File: config.mk
export PLATFORM = sky130hd
export DESIGN_NAME = key_event_decoder_flat
export DESIGN_NICKNAME = d
export VERILOG_FILES = /design/src/rtl/key_event_decoder_pkg.sv /design/src/rtl/key_event_decoder_if.sv /design/src/rtl/key_event_decoder_ps2_frame_rx.sv /design/src/rtl/key_event_decoder.sv /design/src/flat_wrapper.sv
export SDC_FILE = /design/constraint.sdc
export NUM_CORES = 1
export LEC_CHECK = 0
export CORE_MARGIN = 1
export CORE_UTILIZATION = 55
export DETAILED_ROUTE_END_ITERATION = 6
export GPL_TIMING_DRIVEN = 0
export HOLD_SLACK_MARGIN = 0.08
export PLACE_DENSITY = 0.75
export SYNTH_ARGS = -nofsm -noshare
export SYNTH_HDL_FRONTEND = slang
export SYNTH_HIERARCHICAL = 1
export SYNTH_SLANG_ARGS = --single-unit
File: constraint.sdc
create_clock -name clk -period 4.35 [get_ports clk]
set_input_delay 0.87 -clock clk [delete_from_list [all_inputs] [get_ports clk]]
set_output_delay 0.87 -clock clk [all_outputs]
set_load 0.01 [all_outputs]
File: src/rtl/key_event_decoder_pkg.sv
// Shared PS/2 keyboard types and constants: prefix byte values and the frame/decode FSM encodings.
package kbd_pkg;

    localparam logic [7:0] PS2_PREFIX_EXT   = 8'hE0;
    localparam logic [7:0] PS2_PREFIX_BREAK = 8'hF0;

    typedef enum logic [1:0] {
        FRM_IDLE,
        FRM_DATA,
        FRM_PARITY,
        FRM_STOP
    } frame_state_t;

    typedef enum logic [1:0] {
        DEC_WAIT,
        DEC_GOT_E0,
        DEC_GOT_F0,
        DEC_GOT_E0F0
    } decode_state_t;

endpackage

File: src/rtl/key_event_decoder_if.sv
// Decoded key-event bundle: the decoder drives it through master, consumers read it through slave.
interface key_event_decoder_if;

    logic       code_valid;
    logic [7:0] code_out;
    logic       extended;
    logic       is_break;
    logic       parity_err;
    logic       key_pressed;
    logic       make_pulse;
    logic       break_pulse;

    modport master (
        output code_valid, code_out, extended, is_break,
               parity_err, key_pressed, make_pulse, break_pulse
    );

    modport slave (
        input  code_valid, code_out, extended, is_break,
               parity_err, key_pressed, make_pulse, break_pulse
    );

endinterface

File: src/rtl/key_event_decoder_ps2_frame_rx.sv
// PS/2 frame receiver: synchronisers, ps2_clk glitch filter, 11-bit frame FSM with idle timeout.
// byte_done / parity_err are single-cycle combinational strobes in the stop-bit sample cycle.
module ps2_frame_rx
    import kbd_pkg::*;
#(
    parameter int FILTER_LEN     = 4,
    parameter int TIMEOUT_CYCLES = 100000
) (
    input  logic       clk,
    input  logic       resetN,
    input  logic       ps2_clk,
    input  logic       ps2_data,
    output logic       byte_done,
    output logic [7:0] byte_data,
    output logic       parity_err
);

    localparam int FW = $clog2(FILTER_LEN + 1);
    localparam int TW = $clog2(TIMEOUT_CYCLES + 1);

    logic [1:0]    clk_sync_q,  clk_sync_d;
    logic [1:0]    data_sync_q, data_sync_d;
    logic          filt_q,      filt_d;
    logic [FW-1:0] filt_cnt_q,  filt_cnt_d;
    logic [TW-1:0] tmo_cnt_q,   tmo_cnt_d;
    frame_state_t  state_q,     state_d;
    logic [2:0]    bit_cnt_q,   bit_cnt_d;
    logic [7:0]    shift_q,     shift_d;
    logic          par_q,       par_d;
    logic          sample;
    logic          bit_in;

    always_ff @(posedge clk or negedge resetN) begin
        if (!resetN) begin
            clk_sync_q  <= '0;
            data_sync_q <= '0;
            filt_q      <= 1'b1;
            filt_cnt_q  <= '0;
            tmo_cnt_q   <= '0;
            state_q     <= FRM_IDLE;
            bit_cnt_q   <= '0;
            shift_q     <= '0;
            par_q       <= 1'b0;
        end else begin
            clk_sync_q  <= clk_sync_d;
            data_sync_q <= data_sync_d;
            filt_q      <= filt_d;
            filt_cnt_q  <= filt_cnt_d;
            tmo_cnt_q   <= tmo_cnt_d;
            state_q     <= state_d;
            bit_cnt_q   <= bit_cnt_d;
            shift_q     <= shift_d;
            par_q       <= par_d;
        end
    end

    always_comb begin
        clk_sync_d  = {clk_sync_q[0], ps2_clk};
        data_sync_d = {data_sync_q[0], ps2_data};

        // Any sample agreeing with the filtered level restarts the run count.
        filt_d     = filt_q;
        filt_cnt_d = '0;
        if (clk_sync_q[1] != filt_q) begin
            if (filt_cnt_q == FW'(FILTER_LEN - 1)) filt_d = ~filt_q;
            else                                   filt_cnt_d = filt_cnt_q + 1'b1;
        end
        sample = filt_q & ~filt_d;
        bit_in = data_sync_q[1];

        state_d    = state_q;
        bit_cnt_d  = bit_cnt_q;
        shift_d    = shift_q;
        par_d      = par_q;
        byte_done  = 1'b0;
        parity_err = 1'b0;
        tmo_cnt_d  = (sample || state_q == FRM_IDLE) ? '0 : tmo_cnt_q + 1'b1;

        if (sample) begin
            case (state_q)
                FRM_IDLE: begin
                    if (!bit_in) begin
                        state_d   = FRM_DATA;
                        bit_cnt_d = '0;
                    end
                end
                FRM_DATA: begin
                    shift_d   = {bit_in, shift_q[7:1]};
                    bit_cnt_d = bit_cnt_q + 1'b1;
                    if (bit_cnt_q == 3'd7) state_d = FRM_PARITY;
                end
                FRM_PARITY: begin
                    par_d   = bit_in;
                    state_d = FRM_STOP;
                end
                FRM_STOP: begin
                    if (bit_in && (^{shift_q, par_q})) byte_done  = 1'b1;
                    else                               parity_err = 1'b1;
                    state_d = FRM_IDLE;
                end
            endcase
        end else if (state_q != FRM_IDLE && tmo_cnt_q == TW'(TIMEOUT_CYCLES - 1)) begin
            // Stalled mid-frame: drop the partial byte silently.
            state_d = FRM_IDLE;
            shift_d = '0;
        end
    end

    assign byte_data = shift_q;

endmodule

File: src/rtl/key_event_decoder.sv
// PS/2 key event decoder: E0/F0 prefix decoding plus held/make/break tracking of one key.
// Build macro KEY_TYPEMATIC_EN: when defined, every matching make (including repeats) pulses make_pulse.
module key_event_decoder
    import kbd_pkg::*;
#(
    parameter logic [7:0] KEY_CODE       = 8'h29,
    parameter logic       KEY_EXTENDED   = 1'b0,
    parameter int         FILTER_LEN     = 4,
    parameter int         TIMEOUT_CYCLES = 100000
) (
    input  logic                   clk,
    input  logic                   resetN,
    input  logic                   ps2_clk,
    input  logic                   ps2_data,
    key_event_decoder_if.master    evt
);

    logic          rx_done;
    logic [7:0]    rx_byte;
    logic          rx_perr;

    decode_state_t dec_q,         dec_d;
    logic          code_valid_q,  code_valid_d;
    logic [7:0]    code_out_q,    code_out_d;
    logic          extended_q,    extended_d;
    logic          is_break_q,    is_break_d;
    logic          parity_err_q,  parity_err_d;
    logic          key_pressed_q, key_pressed_d;
    logic          make_pulse_q,  make_pulse_d;
    logic          break_pulse_q, break_pulse_d;
    logic          ev_ext;
    logic          ev_brk;

    ps2_frame_rx #(
        .FILTER_LEN    (FILTER_LEN),
        .TIMEOUT_CYCLES(TIMEOUT_CYCLES)
    ) u_rx (
        .clk       (clk),
        .resetN    (resetN),
        .ps2_clk   (ps2_clk),
        .ps2_data  (ps2_data),
        .byte_done (rx_done),
        .byte_data (rx_byte),
        .parity_err(rx_perr)
    );

    always_ff @(posedge clk or negedge resetN) begin
        if (!resetN) begin
            dec_q         <= DEC_WAIT;
            code_valid_q  <= 1'b0;
            code_out_q    <= '0;
            extended_q    <= 1'b0;
            is_break_q    <= 1'b0;
            parity_err_q  <= 1'b0;
            key_pressed_q <= 1'b0;
            make_pulse_q  <= 1'b0;
            break_pulse_q <= 1'b0;
        end else begin
            dec_q         <= dec_d;
            code_valid_q  <= code_valid_d;
            code_out_q    <= code_out_d;
            extended_q    <= extended_d;
            is_break_q    <= is_break_d;
            parity_err_q  <= parity_err_d;
            key_pressed_q <= key_pressed_d;
            make_pulse_q  <= make_pulse_d;
            break_pulse_q <= break_pulse_d;
        end
    end

    always_comb begin
        dec_d         = dec_q;
        code_valid_d  = 1'b0;
        code_out_d    = code_out_q;
        extended_d    = extended_q;
        is_break_d    = is_break_q;
        parity_err_d  = rx_perr;
        key_pressed_d = key_pressed_q;
        make_pulse_d  = 1'b0;
        break_pulse_d = 1'b0;

        ev_ext = (dec_q == DEC_GOT_E0) || (dec_q == DEC_GOT_E0F0);
        ev_brk = (dec_q == DEC_GOT_F0) || (dec_q == DEC_GOT_E0F0);

        if (rx_perr) begin
            dec_d = DEC_WAIT;
        end else if (rx_done) begin
            if (rx_byte == PS2_PREFIX_EXT) begin
                // A stray E0 after a prefix is swallowed without disturbing the sequence.
                if (dec_q == DEC_WAIT) dec_d = DEC_GOT_E0;
            end else if (rx_byte == PS2_PREFIX_BREAK && dec_q == DEC_WAIT) begin
                dec_d = DEC_GOT_F0;
            end else if (rx_byte == PS2_PREFIX_BREAK && dec_q == DEC_GOT_E0) begin
                dec_d = DEC_GOT_E0F0;
            end else begin
                dec_d        = DEC_WAIT;
                code_valid_d = 1'b1;
                code_out_d   = rx_byte;
                extended_d   = ev_ext;
                is_break_d   = ev_brk;
                if (rx_byte == KEY_CODE && ev_ext == KEY_EXTENDED) begin
                    if (ev_brk) begin
                        break_pulse_d = key_pressed_q;
                        key_pressed_d = 1'b0;
                    end else begin
`ifdef KEY_TYPEMATIC_EN
                        make_pulse_d  = 1'b1;
`else
                        make_pulse_d  = ~key_pressed_q;
`endif
                        key_pressed_d = 1'b1;
                    end
                end
            end
        end
    end

    assign evt.code_valid  = code_valid_q;
    assign evt.code_out    = code_out_q;
    assign evt.extended    = extended_q;
    assign evt.is_break    = is_break_q;
    assign evt.parity_err  = parity_err_q;
    assign evt.key_pressed = key_pressed_q;
    assign evt.make_pulse  = make_pulse_q;
    assign evt.break_pulse = break_pulse_q;

endmodule

File: src/flat_wrapper.sv
// flat-port wrapper written by rule: the top's interface ports become plain ports
module key_event_decoder_flat import kbd_pkg::*;
#(
    parameter logic [7:0] KEY_CODE       = 8'h29,
    parameter logic       KEY_EXTENDED   = 1'b0,
    parameter int         FILTER_LEN     = 4,
    parameter int         TIMEOUT_CYCLES = 100000
)
  (clk, resetN, ps2_clk, ps2_data, evt_code_valid, evt_code_out, evt_extended, evt_is_break, evt_parity_err, evt_key_pressed, evt_make_pulse, evt_break_pulse);
  key_event_decoder_if evt_i ();
  input  logic clk;
  input  logic resetN;
  input  logic ps2_clk;
  input  logic ps2_data;
  output wire logic [$bits(evt_i.code_valid)-1:0] evt_code_valid;
  output wire logic [$bits(evt_i.code_out)-1:0] evt_code_out;
  output wire logic [$bits(evt_i.extended)-1:0] evt_extended;
  output wire logic [$bits(evt_i.is_break)-1:0] evt_is_break;
  output wire logic [$bits(evt_i.parity_err)-1:0] evt_parity_err;
  output wire logic [$bits(evt_i.key_pressed)-1:0] evt_key_pressed;
  output wire logic [$bits(evt_i.make_pulse)-1:0] evt_make_pulse;
  output wire logic [$bits(evt_i.break_pulse)-1:0] evt_break_pulse;
  assign evt_code_valid = evt_i.code_valid;
  assign evt_code_out = evt_i.code_out;
  assign evt_extended = evt_i.extended;
  assign evt_is_break = evt_i.is_break;
  assign evt_parity_err = evt_i.parity_err;
  assign evt_key_pressed = evt_i.key_pressed;
  assign evt_make_pulse = evt_i.make_pulse;
  assign evt_break_pulse = evt_i.break_pulse;
  key_event_decoder #(.KEY_CODE(KEY_CODE), .KEY_EXTENDED(KEY_EXTENDED), .FILTER_LEN(FILTER_LEN), .TIMEOUT_CYCLES(TIMEOUT_CYCLES)) u_core (.clk(clk), .resetN(resetN), .ps2_clk(ps2_clk), .ps2_data(ps2_data), .evt(evt_i));
endmodule
==> impl_metrics.toml <==
[clocking]
cts.hold.buffers_added = 0
clock_network_latency_to_the_later_pin_of_the_worst_skew_pair_ns = 0.30
cts_setup_buffers = 0
cts-root-buf = "clkbuf_8"
clock-sinks = 56
post_cts_resize_count = 0
tritoncts = "done"
cts.path.max_buffers = 2
ctsHtreeMaxLevel = 2
numCtsBuffers = 5
cts.reportedPaths.clkPinSlew_ns = 0.08

[sta]
slew_violations = 0
final.hold.worst_slack_ns = 0.352
hold_viol_final = 0
final.setup_skew_ns = 0.00632
timing.final.crit_period_ns = 2.70
setup_tns_ns = 0
rsz0062_at_grt = "false"
fmax_ghz = 0.370
tightestPinTransition_ns = 0.624
relSlewSlack_pct = 58.4
final_cycle_share_pct = 62.1
setup_viol = 0

[final_layout]
final_layout_size_suffix_gt1_share_pct = 9.32
design_area_sq_mm = 0.00301
area.sequential_sq_mm = 0.00140
layout.filler_cells = 374
flow.area_growth_from_synthesis_pct = 12.8
area_used_by_multi_input_combinational_logic_sq_mm = 0.00117
antenna_cells = 0
net_count_final = 291

[yosys]
ys.flop_type = "dfrtp_1"
number_of_synthesized_flops_with_an_enable_pin = 0
synthesis.area_sq_mm = 0.00267
share_of_flip_flops_with_an_asynchronous_set_or_reset_after_synthesis_pct = 100
synth_commonest_cells = "dfrtp_1 (55), nand2_1 (34), nor2_1 (16)"
synth_top_area_cell = "dfrtp_1"
syn_avg_cell_area_sq_um = 10.6
post_synth_inst_count = 252
synth_cell_types = 48
synth.yosys.seq_area_share_pct = 52.6
ranking_of_synthesized_cells_by_area = "dfrtp_1 (52%), nand2_1 (4.8%), ha_1 (4.2%)"
ys_ff_latch = 56
syn_nets = 265
synth_largest_type_area_fraction_pct = 51.6
synth_most_common_cell = "dfrtp_1"
synth.yosys.warnings = 6

[critical_path]
setup.worst_path.end_class = "register"
crit_slowest_cell = "dfrtp_1"
worst-endpoint-required_ns = 4.54
critical_path.max_fanout = 9
slowest_delay_ns = 0.47
cell_chain_of_the_critical_path = "xnor3_1, or2_2, mux2i_1, and3_1, nand2b_1, a31oi_2, mux2_2"
crit_arrival_ns = 2.89
timing_worst_setup_path_type = "register to register"
startpoint_type = "register"
critical_path.top_delay_family = "simple AND/OR/NAND/NOR gates"
sum_of_buffers_and_inverters_on_the_critical_path = 0

[floorplan]
design.portCount = 19
initial_utilization_pct = 59.2
core-area_sq_mm = 0.00450
die_height_microns = 71.6
die_width_microns = 71.6
row_count = 24
total_die_area_sq_mm = 0.00513

[global_route]
initial_antenna_violation_count = 0
grt_pass1_wl_microns = 8060
globalRoute.totalOverflow = 0
grt_pass1_vias = 1803
groute.usage.overall_pct = 20.4
pin_count_of_the_biggest_net_entering_global_routing = 30

[placed_design]
hpwlAfterDp_microns = 3270
place.port_buffers = 18
post_dp_cell_area_sq_mm = 0.00293
globalplace.congestion = 0.835

[drt]
detail_route.first_pass.iterations = 4
drtAntennaViolNets = 0
postRouteWirelength_microns = 4560
drt-wirelength-per-cell_microns = 13.8
drc_errors = 0
routed-via-count = 1851
detail_route.iter0.violations = 110
avgViaCountPerCell = 5.59

[flow_run]
cap_violations = 0

[pwr]
total_leakage_power_nw = 1.33
cellPowerDensity_mw_per_mm2 = 328
vdd.ir_drop.worst_mv = 0.203

[outcome]
status = "finished clean"

[min_path]
worstHoldPathType = "register to register"
[area by class of cell]
class,instances,area share [%]
flip-flops and latches,56,46.7
multi-input cells,176,38.8
repair buffers,19,6.49
clock buffers,7,2.54
well taps,52,2.16
inverters,13,1.62
plain buffers,7,1.54
clock inverters,1,0.166
[placed cells by master (no fill, tap or decap), drive strengths merged, types with 2 or more instances in the layout]
master	n
a32o	2
o311ai	2
mux2	5
a21oi	7
nand2	34
nand3	9
nor3	4
nor2	16
nor3b	4
o21ai	19
xnor2	7
nor4	2
mux2i	2
and2	2
nand2b	4
buf	6
o211ai	3
dfrtp	55
ha	9
nand4	5
clkbuf	10
clkdlybuf4s50	17
o22ai	3
and3	5
or2	2
nor2b	2
xnor3	2
inv	13
xor2	8
or4b	2
or3	4
[logic make-up (layout without fill, tap and decap cells)]
family	count (synthesis)	count (layout)	synth area share, %
buf+inv	20	47	3.57
compound gates	38	38	8.83
simple gates	105	105	21.3
fa+ha+maj	9	9	4.23
mux	7	7	2.86
xor+xnor	17	17	6.62
flops	56	56	52.6
[per-layer routing]
layer | vias up | GRT usage, % | routed length, microns | share of wire, %
met3 | 7 | 4.92 | 140 | 3.1
met4 | 0 | 7.41 | 73 | 1.6
met1 | 886 | 27.5 | 2200 | 48
met5 | - | 0 | 0 | 0
li1 | 926 | - | - | -
met2 | 32 | 32.4 | 2140 | 47
[through the flow]
step	std cells	setup WS (ns)	util [%]	power, W
6_report	331	1.65	66.8	0.000987
5_1_grt	331	1.45	66.8	0.00105
4_1_cts	331	1.63	66.8	0.00101
3_5_place_dp	323	1.64	64.9	0.000736
3_3_place_gp	322	0.762	64.6	0.000726
2_1_floorplan	252	2.01	-	0.000688
[where the power goes]
group	leakage, nW	total [W]	internal [W]	switching [W]
Clock	0.0422	0.000264	0.000113	0.000151
Combinational	0.519	0.000144	0.0000611	0.0000834
Sequential	0.766	0.000578	0.000551	0.0000269
Total	1.33	0.000987	0.000725	0.000261
[registers in the layout, indices dropped and copies added, names as in the netlist, 2 cells and up]
register,cells
u_core/evt.code_out,8
u_core/u_rx/filt_cnt_q,3
u_core/u_rx/clk_sync_q,2
u_core/dec_q,2
u_core/u_rx/byte_data,8
u_core/u_rx/bit_cnt_q,3
u_core/u_rx/data_sync_q,2
u_core/u_rx/tmo_cnt_q,17
u_core/u_rx/state_q,2
[path summary, 6_finish.rpt]
path,startpoint,to,slack (ns),cells after the start
setup / recovery,u_core/u_rx/byte_data[7],u_core/evt.code_out[6],1.65,7
hold / removal,u_core/u_rx/data_sync_q[0],u_core/u_rx/data_sync_q[1],0.35,0
setup reg to reg,u_core/u_rx/byte_data[7],u_core/evt.code_out[6],1.65,7
hold reg to reg,u_core/u_rx/data_sync_q[0],u_core/u_rx/data_sync_q[1],0.35,0
max in group asynchronous,resetN,u_core/u_rx/filt_q,3.14,2
min in group asynchronous,resetN,u_core/u_rx/filt_cnt_q[0],0.57,1
(Power assumes the default switching activity.)
